### src/rtl/ddr_dfi_traffic_ctrl_mc_if.sv
// Bundle for ddr_dfi_traffic_ctrl_mc: per-channel requests, extension counts,
// CSR overrides and counter clear in; clock-gate enables, state, counts out.
interface ddr_dfi_traffic_ctrl_mc_if #(
    parameter int NUM_CH = 4,
    parameter int EXT_W  = 6,
    parameter int CNT_W  = 16
);
    logic [NUM_CH-1:0]       i_clk_en;
    logic [NUM_CH*EXT_W-1:0] i_pulse_ext;
    logic [NUM_CH-1:0]       i_ovr_sel;
    logic [NUM_CH-1:0]       i_ovr;
    logic                    i_cnt_clr;
    logic [NUM_CH-1:0]       o_traffic;
    logic                    o_any_traffic;
    logic [NUM_CH*2-1:0]     o_ch_state;
    logic [NUM_CH*CNT_W-1:0] o_active_cnt;

    modport master (
        output i_clk_en, i_pulse_ext, i_ovr_sel, i_ovr, i_cnt_clr,
        input  o_traffic, o_any_traffic, o_ch_state, o_active_cnt
    );

    modport slave (
        input  i_clk_en, i_pulse_ext, i_ovr_sel, i_ovr, i_cnt_clr,
        output o_traffic, o_any_traffic, o_ch_state, o_active_cnt
    );
endinterface

### src/rtl/ddr_dfi_traffic_ctrl_mc.sv
// Multi-channel DFI traffic / clock-gate enable controller with pulse extension,
// CSR override and saturating activity counters. Ports: i_clk, i_rst_n, bus (slave).
module ddr_dfi_traffic_ctrl_mc #(
    parameter int NUM_CH   = 4,
    parameter int EXT_W    = 6,
    parameter int CNT_W    = 16,
    parameter bit SYNC_OVR = 1'b1
) (
    input  logic                      i_clk,
    input  logic                      i_rst_n,
    ddr_dfi_traffic_ctrl_mc_if.slave  bus
);

    typedef enum logic [1:0] {
        IDLE = 2'b00,
        ON   = 2'b01,
        EXT  = 2'b10
    } ch_state_e;

    ch_state_e             st_q  [NUM_CH];
    ch_state_e             st_d  [NUM_CH];
    logic [EXT_W-1:0]      ext_q [NUM_CH];
    logic [EXT_W-1:0]      ext_d [NUM_CH];
    logic [CNT_W-1:0]      cnt_q [NUM_CH];
    logic [NUM_CH-1:0]     fsm_traffic;
    logic [NUM_CH-1:0]     traffic;
    logic [NUM_CH-1:0]     ovr_sel_s;
    logic [NUM_CH-1:0]     ovr_s;

    // Per-channel FSM state and extension counters
    always_ff @(posedge i_clk or negedge i_rst_n) begin
        if (!i_rst_n) begin
            for (int c = 0; c < NUM_CH; c++) begin
                st_q[c]  <= IDLE;
                ext_q[c] <= '0;
            end
        end else begin
            for (int c = 0; c < NUM_CH; c++) begin
                st_q[c]  <= st_d[c];
                ext_q[c] <= ext_d[c];
            end
        end
    end

    always_comb begin
        for (int c = 0; c < NUM_CH; c++) begin
            st_d[c]  = st_q[c];
            ext_d[c] = ext_q[c];
            unique case (st_q[c])
                IDLE: begin
                    if (bus.i_clk_en[c]) begin
                        st_d[c] = ON;
                    end
                end
                ON: begin
                    if (!bus.i_clk_en[c]) begin
                        // Extension length is captured only here
                        if (bus.i_pulse_ext[c*EXT_W +: EXT_W] == '0) begin
                            st_d[c] = IDLE;
                        end else begin
                            st_d[c]  = EXT;
                            ext_d[c] = bus.i_pulse_ext[c*EXT_W +: EXT_W];
                        end
                    end
                end
                EXT: begin
                    if (bus.i_clk_en[c]) begin
                        st_d[c]  = ON;
                        ext_d[c] = '0;
                    end else if (ext_q[c] == EXT_W'(1)) begin
                        st_d[c]  = IDLE;
                        ext_d[c] = '0;
                    end else begin
                        ext_d[c] = ext_q[c] - EXT_W'(1);
                    end
                end
                default: begin
                    st_d[c]  = IDLE;
                    ext_d[c] = '0;
                end
            endcase
        end
    end

    // Override path: quasi-static CSRs, optionally resynchronised
    if (SYNC_OVR) begin : g_sync
        logic [NUM_CH-1:0] sel_m;
        logic [NUM_CH-1:0] ovr_m;
        logic [NUM_CH-1:0] sel_q;
        logic [NUM_CH-1:0] ovr_q;

        always_ff @(posedge i_clk or negedge i_rst_n) begin
            if (!i_rst_n) begin
                sel_m <= '0;
                ovr_m <= '0;
                sel_q <= '0;
                ovr_q <= '0;
            end else begin
                sel_m <= bus.i_ovr_sel;
                ovr_m <= bus.i_ovr;
                sel_q <= sel_m;
                ovr_q <= ovr_m;
            end
        end

        assign ovr_sel_s = sel_q;
        assign ovr_s     = ovr_q;
    end else begin : g_nosync
        assign ovr_sel_s = bus.i_ovr_sel;
        assign ovr_s     = bus.i_ovr;
    end

    always_comb begin
        for (int c = 0; c < NUM_CH; c++) begin
            fsm_traffic[c] = (st_q[c] != IDLE);
        end
    end

    assign traffic = (ovr_sel_s & ovr_s) | (~ovr_sel_s & fsm_traffic);

    // Saturating activity counters; clear wins over increment
    always_ff @(posedge i_clk or negedge i_rst_n) begin
        if (!i_rst_n) begin
            for (int c = 0; c < NUM_CH; c++) begin
                cnt_q[c] <= '0;
            end
        end else begin
            for (int c = 0; c < NUM_CH; c++) begin
                if (bus.i_cnt_clr) begin
                    cnt_q[c] <= '0;
                end else if (traffic[c] && (cnt_q[c] != '1)) begin
                    cnt_q[c] <= cnt_q[c] + CNT_W'(1);
                end
            end
        end
    end

    always_comb begin
        bus.o_ch_state   = '0;
        bus.o_active_cnt = '0;
        for (int c = 0; c < NUM_CH; c++) begin
            bus.o_ch_state[c*2 +: 2]       = st_q[c];
            bus.o_active_cnt[c*CNT_W +: CNT_W] = cnt_q[c];
        end
    end

    assign bus.o_traffic     = traffic;
    assign bus.o_any_traffic = |traffic;

endmodule

### src/flat_wrapper.sv
// flat-port wrapper written by rule: the top's interface ports become plain ports
module ddr_dfi_traffic_ctrl_mc_flat 
#(
    parameter int NUM_CH   = 4,
    parameter int EXT_W    = 6,
    parameter int CNT_W    = 16,
    parameter bit SYNC_OVR = 1'b1
)
  (i_clk, i_rst_n, bus_i_clk_en, bus_i_pulse_ext, bus_i_ovr_sel, bus_i_ovr, bus_i_cnt_clr, bus_o_traffic, bus_o_any_traffic, bus_o_ch_state, bus_o_active_cnt);
  ddr_dfi_traffic_ctrl_mc_if #(.NUM_CH(NUM_CH), .EXT_W(EXT_W), .CNT_W(CNT_W)) bus_i ();
  input  logic i_clk;
  input  logic i_rst_n;
  input wire logic [$bits(bus_i.i_clk_en)-1:0] bus_i_clk_en;
  input wire logic [$bits(bus_i.i_pulse_ext)-1:0] bus_i_pulse_ext;
  input wire logic [$bits(bus_i.i_ovr_sel)-1:0] bus_i_ovr_sel;
  input wire logic [$bits(bus_i.i_ovr)-1:0] bus_i_ovr;
  input wire logic [$bits(bus_i.i_cnt_clr)-1:0] bus_i_cnt_clr;
  output wire logic [$bits(bus_i.o_traffic)-1:0] bus_o_traffic;
  output wire logic [$bits(bus_i.o_any_traffic)-1:0] bus_o_any_traffic;
  output wire logic [$bits(bus_i.o_ch_state)-1:0] bus_o_ch_state;
  output wire logic [$bits(bus_i.o_active_cnt)-1:0] bus_o_active_cnt;
  assign bus_i.i_clk_en = bus_i_clk_en;
  assign bus_i.i_pulse_ext = bus_i_pulse_ext;
  assign bus_i.i_ovr_sel = bus_i_ovr_sel;
  assign bus_i.i_ovr = bus_i_ovr;
  assign bus_i.i_cnt_clr = bus_i_cnt_clr;
  assign bus_o_traffic = bus_i.o_traffic;
  assign bus_o_any_traffic = bus_i.o_any_traffic;
  assign bus_o_ch_state = bus_i.o_ch_state;
  assign bus_o_active_cnt = bus_i.o_active_cnt;
  ddr_dfi_traffic_ctrl_mc #(.NUM_CH(NUM_CH), .EXT_W(EXT_W), .CNT_W(CNT_W), .SYNC_OVR(SYNC_OVR)) u_core (.i_clk(i_clk), .i_rst_n(i_rst_n), .bus(bus_i));
endmodule
### config.mk
export PLATFORM = sky130hd
export DESIGN_NAME = ddr_dfi_traffic_ctrl_mc_flat
export DESIGN_NICKNAME = d
export VERILOG_FILES = /design/src/rtl/ddr_dfi_traffic_ctrl_mc_if.sv /design/src/rtl/ddr_dfi_traffic_ctrl_mc.sv /design/src/flat_wrapper.sv
export SDC_FILE = /design/constraint.sdc
export NUM_CORES = 1
export LEC_CHECK = 0
export ABC_CLOCK_PERIOD_IN_PS = 5400
export CAP_MARGIN = 20
export CORE_MARGIN = 2
export CORE_UTILIZATION = 40
export DETAILED_ROUTE_END_ITERATION = 8
export GPL_TIMING_DRIVEN = 1
export PLACE_DENSITY = 0.73
export SETUP_SLACK_MARGIN = 0.3
export SYNTH_ARGS = -nofsm -noshare
export SYNTH_HDL_FRONTEND = slang
export SYNTH_SLANG_ARGS = --single-unit
### constraint.sdc
create_clock -name i_clk -period 5.4 [get_ports i_clk]
set_input_delay 1.08 -clock i_clk [delete_from_list [all_inputs] [get_ports i_clk]]
set_output_delay 1.08 -clock i_clk [all_outputs]
set_load 0.02 [all_outputs]
==> results <==
- Entering global routing, the biggest net connects 59 pins.
- The placed cell count is 1,063.
- At the pin with the least slew margin, the transition time is 871 ps.
- The number of nets produced by synthesis is 810.
- The number of global-route vias before repair is 5,923.
- The maximum single-stage delay on the critical path is 620 ps.
- The latest clock arrival within the worst-skew pair is about 360 ps.
- The Yosys step of the flow raised 0 warnings.
- The final critical-path share of the clock period is 70.6%.
- The worst setup skew after layout is just over 9 ps.
- 0 antenna diodes ended up in the layout.
- The clock-pin transition on the worst setup and hold timing paths is 70 ps.
- The share of the synthesized area in the top cell type is 40.2%.
- Input and output buffers added on the ports amount to 115.
- The setup total negative slack is 0 ps.
- The H-tree depth is 3.
- The final number of hold-violating endpoints is 0.
- Counting both buffers and inverters, the worst setup path holds a total of 2.
- Setup repair after global routing left no endpoint under its margin.
- In this run, synthesis produced a sequential element count of 112.
- The final worst slack is 1590 ps.
- The leakage power is 0.00334 uW.
- The smallest clock period supported by the final layout is computed as 3810 ps.
- The required arrival time at the worst endpoint is around 4300 ps.
- The tightest hold path in the finished design has a slack of 350 ps.
- After synthesis the cells add up to 6980 um^2.
- On the critical path, the stage with the largest delay is an instance of sky130_fd_sc_hd__clkdlybuf4s50_1.
- The setup violation total in the final timing report is 0.
- At the worst endpoint, the arrival time is around 2700 ps.
- The number of max-capacitance violations reported is 0.
- The final-report max-slew violation count was 0.
- The worst register-to-register path has a setup slack of 2990 ps.
- Along the worst path, the maximum fanout reaches 14.
- The wire-length estimate of the detail-placed layout is 12.8 mm.
- The library cell occupying the most area in the post-synthesis netlist is sky130_fd_sc_hd__dfrtp_1.
- The post-layout net count is 916.
- The root buffer cell chosen for the clock tree is sky130_fd_sc_hd__clkbuf_16.
- The die covers 18,500 um^2.
- The proportion of synthesized flip-flops having asynchronous set or reset is 100%.
- The placeable core region is 17,200 um^2.
- Before antenna repair, the detailed router went through 5 iterations.
- After synthesis, flip-flops and latches occupy 40.2% of the total area.
- The run finished with clean final reports.
- The initialized floorplan defines 48 standard-cell rows.
- The detail-routed via count per cell is 5.82.
- The maximum clock frequency is 262 MHz.
- Pin placement for this block handled 116 I/O pins.
- The initial DRC count is 431.
- The cell family contributing the most delay on the critical path is simple AND/OR/NAND/NOR gates.
- The area growth from synthesis to layout is 23.2%.
- The average instance area after synthesis is 9.39 um^2.
- For this design, the CTS-stage hold fixing added 0 buffers.
- The placer congestion estimate is just over 0.9.
- The headroom to the max-slew limit is between 40 and 50%.
- The number of cells upsized or downsized after cts is 0.
- Counting every instance in the synthesized netlist gives between 700 and 800.
- The critical path endpoint category is an output pin.
- The most used standard cell by instance count after synthesis is sky130_fd_sc_hd__dfrtp_1.
- The initial utilization of the core area, before any placement, comes to 40.6%.
- The min-delay analysis places its worst path in the category reg -> reg.
- Summed over all layers, the routed wires come to around 18 mm.
- Across the VDD grid, the largest voltage drop is 0.289 mV.
- From left edge to right edge, the die measures 136 um.
- The maximum count of clock buffers along a single path is 2.
- The main flop type after synthesis is sky130_fd_sc_hd__dfrtp_1.
- The total congestion overflow is 0.
- The remaining number of nets flagged by the antenna check after routing is 0.
- After the flow finishes, the layout carries non-filler instances totaling 1,078.
- Across every metal layer, demand over resource in global routing totals 19.5%.
- The number of post-CTS setup repair buffers is 0.
- The initial antenna violation count is 0.
- The post-detailed-route DRC marker count is 0.
- The number of flops mapped to enable cells by yosys is 0.
- The signal on the critical path passes through inv_1 -> ha_1 -> nor2_2 -> nor2_1 -> nand4_1 -> clkdlybuf4s50_1.
- By area the synthesized netlist is led by sky130_fd_sc_hd__dfrtp_1 40%, sky130_fd_sc_hd__ha_1 5.0%, sky130_fd_sc_hd__a21oi_1 3.5%.
- The critical path startpoint category is a register.
- Sorting the synthesized cells by how often they occur yields 112 x sky130_fd_sc_hd__dfrtp_1, 59 x sky130_fd_sc_hd__nand2_1, 49 x sky130_fd_sc_hd__a21oi_1.
- OpenSTA, run right after detailed placement, puts the worst setup slack at 1970 ps.
- Counting distinct cell types in the post-synthesis netlist gives 85.
- The total clock buffers created by CTS is 9.
- The routed layout has 6,276 vias.
- The detail-routed net length per standard cell is 16.4 um.
- The TritonCTS clock tree is done.
- The y dimension of the die is 136 um.
- The number of sinks handled by clock tree synthesis is around 110.
- The global-route wire length before repair is 29.2 mm.
- The setup path with the least slack is of type reg -> out.
- For this design the ratio of total power to cell area is 335 nW/um^2.
- The share of final-layout standard cells stronger than drive strength 1 is a little over 7%.
[worst paths after layout]
check,startpoint,end,cells after the start
worst min register to register,u_core.g_sync.sel_m[2],u_core.g_sync.sel_q[2],0
worst max-delay path,u_core.bus.o_ch_state[4],bus_o_any_traffic,6
worst min-delay path,u_core.g_sync.sel_m[2],u_core.g_sync.sel_q[2],0
min in group asynchronous,i_rst_n,u_core.bus.o_ch_state[7],1
worst max register to register,u_core.bus.o_ch_state[2],u_core.bus.o_active_cnt[25],6
max in group asynchronous,i_rst_n,u_core.bus.o_active_cnt[29],2
[kinds of logic after synthesis]
logic type | share of synthesized area (%)
flip-flops | 40.2
multiplexers | 4.05
buffers and inverters | 3.66
AND/OR/NAND/NOR | 24.0
adder cells (fa/ha/maj) | 5.02
AO/OA/AOI/OAI | 23.1
[layout make-up]
type	count	area, um^2
Tap cell	225	282
Fill cell	1661	8580
Clock buffer	10	239
Multi-Input combinational cell	566	3920
Inverter	43	161
Clock inverter	5	33.8
Timing Repair Buffer	117	1160
Sequential cell	112	2800
[registers in the layout (all words and copies together), names as in the netlist]
signal and cells:
u_core.bus.o_active_cnt 64, u_core.ext_q 24, u_core.g_sync.ovr_q 4, u_core.g_sync.sel_q 4
u_core.g_sync.ovr_m 4, u_core.g_sync.sel_m 4, u_core.bus.o_ch_state 8
[report_power, final]
group | leakage, uW | switching (uW) | internal (uW)
Combinational | 0.00171 | 689 | 502
Clock | 0.000130 | 311 | 323
Sequential | 0.00150 | 119 | 932
[placed cells by master (no fill, tap or decap), types with 4 or more instances in the layout]
cell	n
sky130_fd_sc_hd__clkdlybuf4s50_1	113
sky130_fd_sc_hd__dfrtp_1	112
sky130_fd_sc_hd__nand2_1	59
sky130_fd_sc_hd__a21oi_1	49
sky130_fd_sc_hd__nor2_1	48
sky130_fd_sc_hd__inv_1	43
sky130_fd_sc_hd__o21ai_0	28
sky130_fd_sc_hd__ha_1	28
sky130_fd_sc_hd__nor3_1	26
sky130_fd_sc_hd__nand3_1	22
sky130_fd_sc_hd__nor2b_1	22
sky130_fd_sc_hd__o31ai_1	18
sky130_fd_sc_hd__or4_1	18
sky130_fd_sc_hd__a211oi_1	15
sky130_fd_sc_hd__mux2_2	14
sky130_fd_sc_hd__nand4_1	13
sky130_fd_sc_hd__o211ai_1	13
sky130_fd_sc_hd__nor4_1	12
sky130_fd_sc_hd__or3_1	9
sky130_fd_sc_hd__clkbuf_16	9
sky130_fd_sc_hd__and2_1	8
sky130_fd_sc_hd__mux2i_1	8
sky130_fd_sc_hd__and3_1	8
sky130_fd_sc_hd__a31oi_1	7
sky130_fd_sc_hd__and4_1	7
sky130_fd_sc_hd__a2111oi_0	7
sky130_fd_sc_hd__nand2b_1	6
sky130_fd_sc_hd__o2111ai_1	5
sky130_fd_sc_hd__o311ai_0	5
sky130_fd_sc_hd__o41ai_1	5
sky130_fd_sc_hd__a21o_1	4
sky130_fd_sc_hd__mux2_1	4
sky130_fd_sc_hd__or4b_1	4
sky130_fd_sc_hd__o21ai_1	4
sky130_fd_sc_hd__a221o_1	4
sky130_fd_sc_hd__a32oi_1	4
sky130_fd_sc_hd__a211o_1	4
[through the flow]
stage	instance area, um^2	util [%]	power (uW)
6_report	8600	50.1	2880
3_5_place_dp	8320	48.5	2260
2_1_floorplan	6980	-	1870
4_1_cts	8600	50.1	2900
5_1_grt	8600	50.1	3090
3_3_place_gp	8320	48.5	2240
[routing by layer]
metal	routed length, um	share of wire, %	track usage (%)
met3	818	4.6	3.36
met5	0	0	0
met1	8170	46	26.6
met4	411	2.3	7.29
met2	8280	47	31.2
[worst register-to-register path: stages (launching register included)]
cell and delay [ps]:
sky130_fd_sc_hd__dfrtp_1 420, sky130_fd_sc_hd__inv_1 90, sky130_fd_sc_hd__ha_1 260, sky130_fd_sc_hd__nor2_1 260, sky130_fd_sc_hd__o21ai_1 220, sky130_fd_sc_hd__a2111oi_0 640, sky130_fd_sc_hd__mux2_2 400
(Power assumes the default switching activity.)
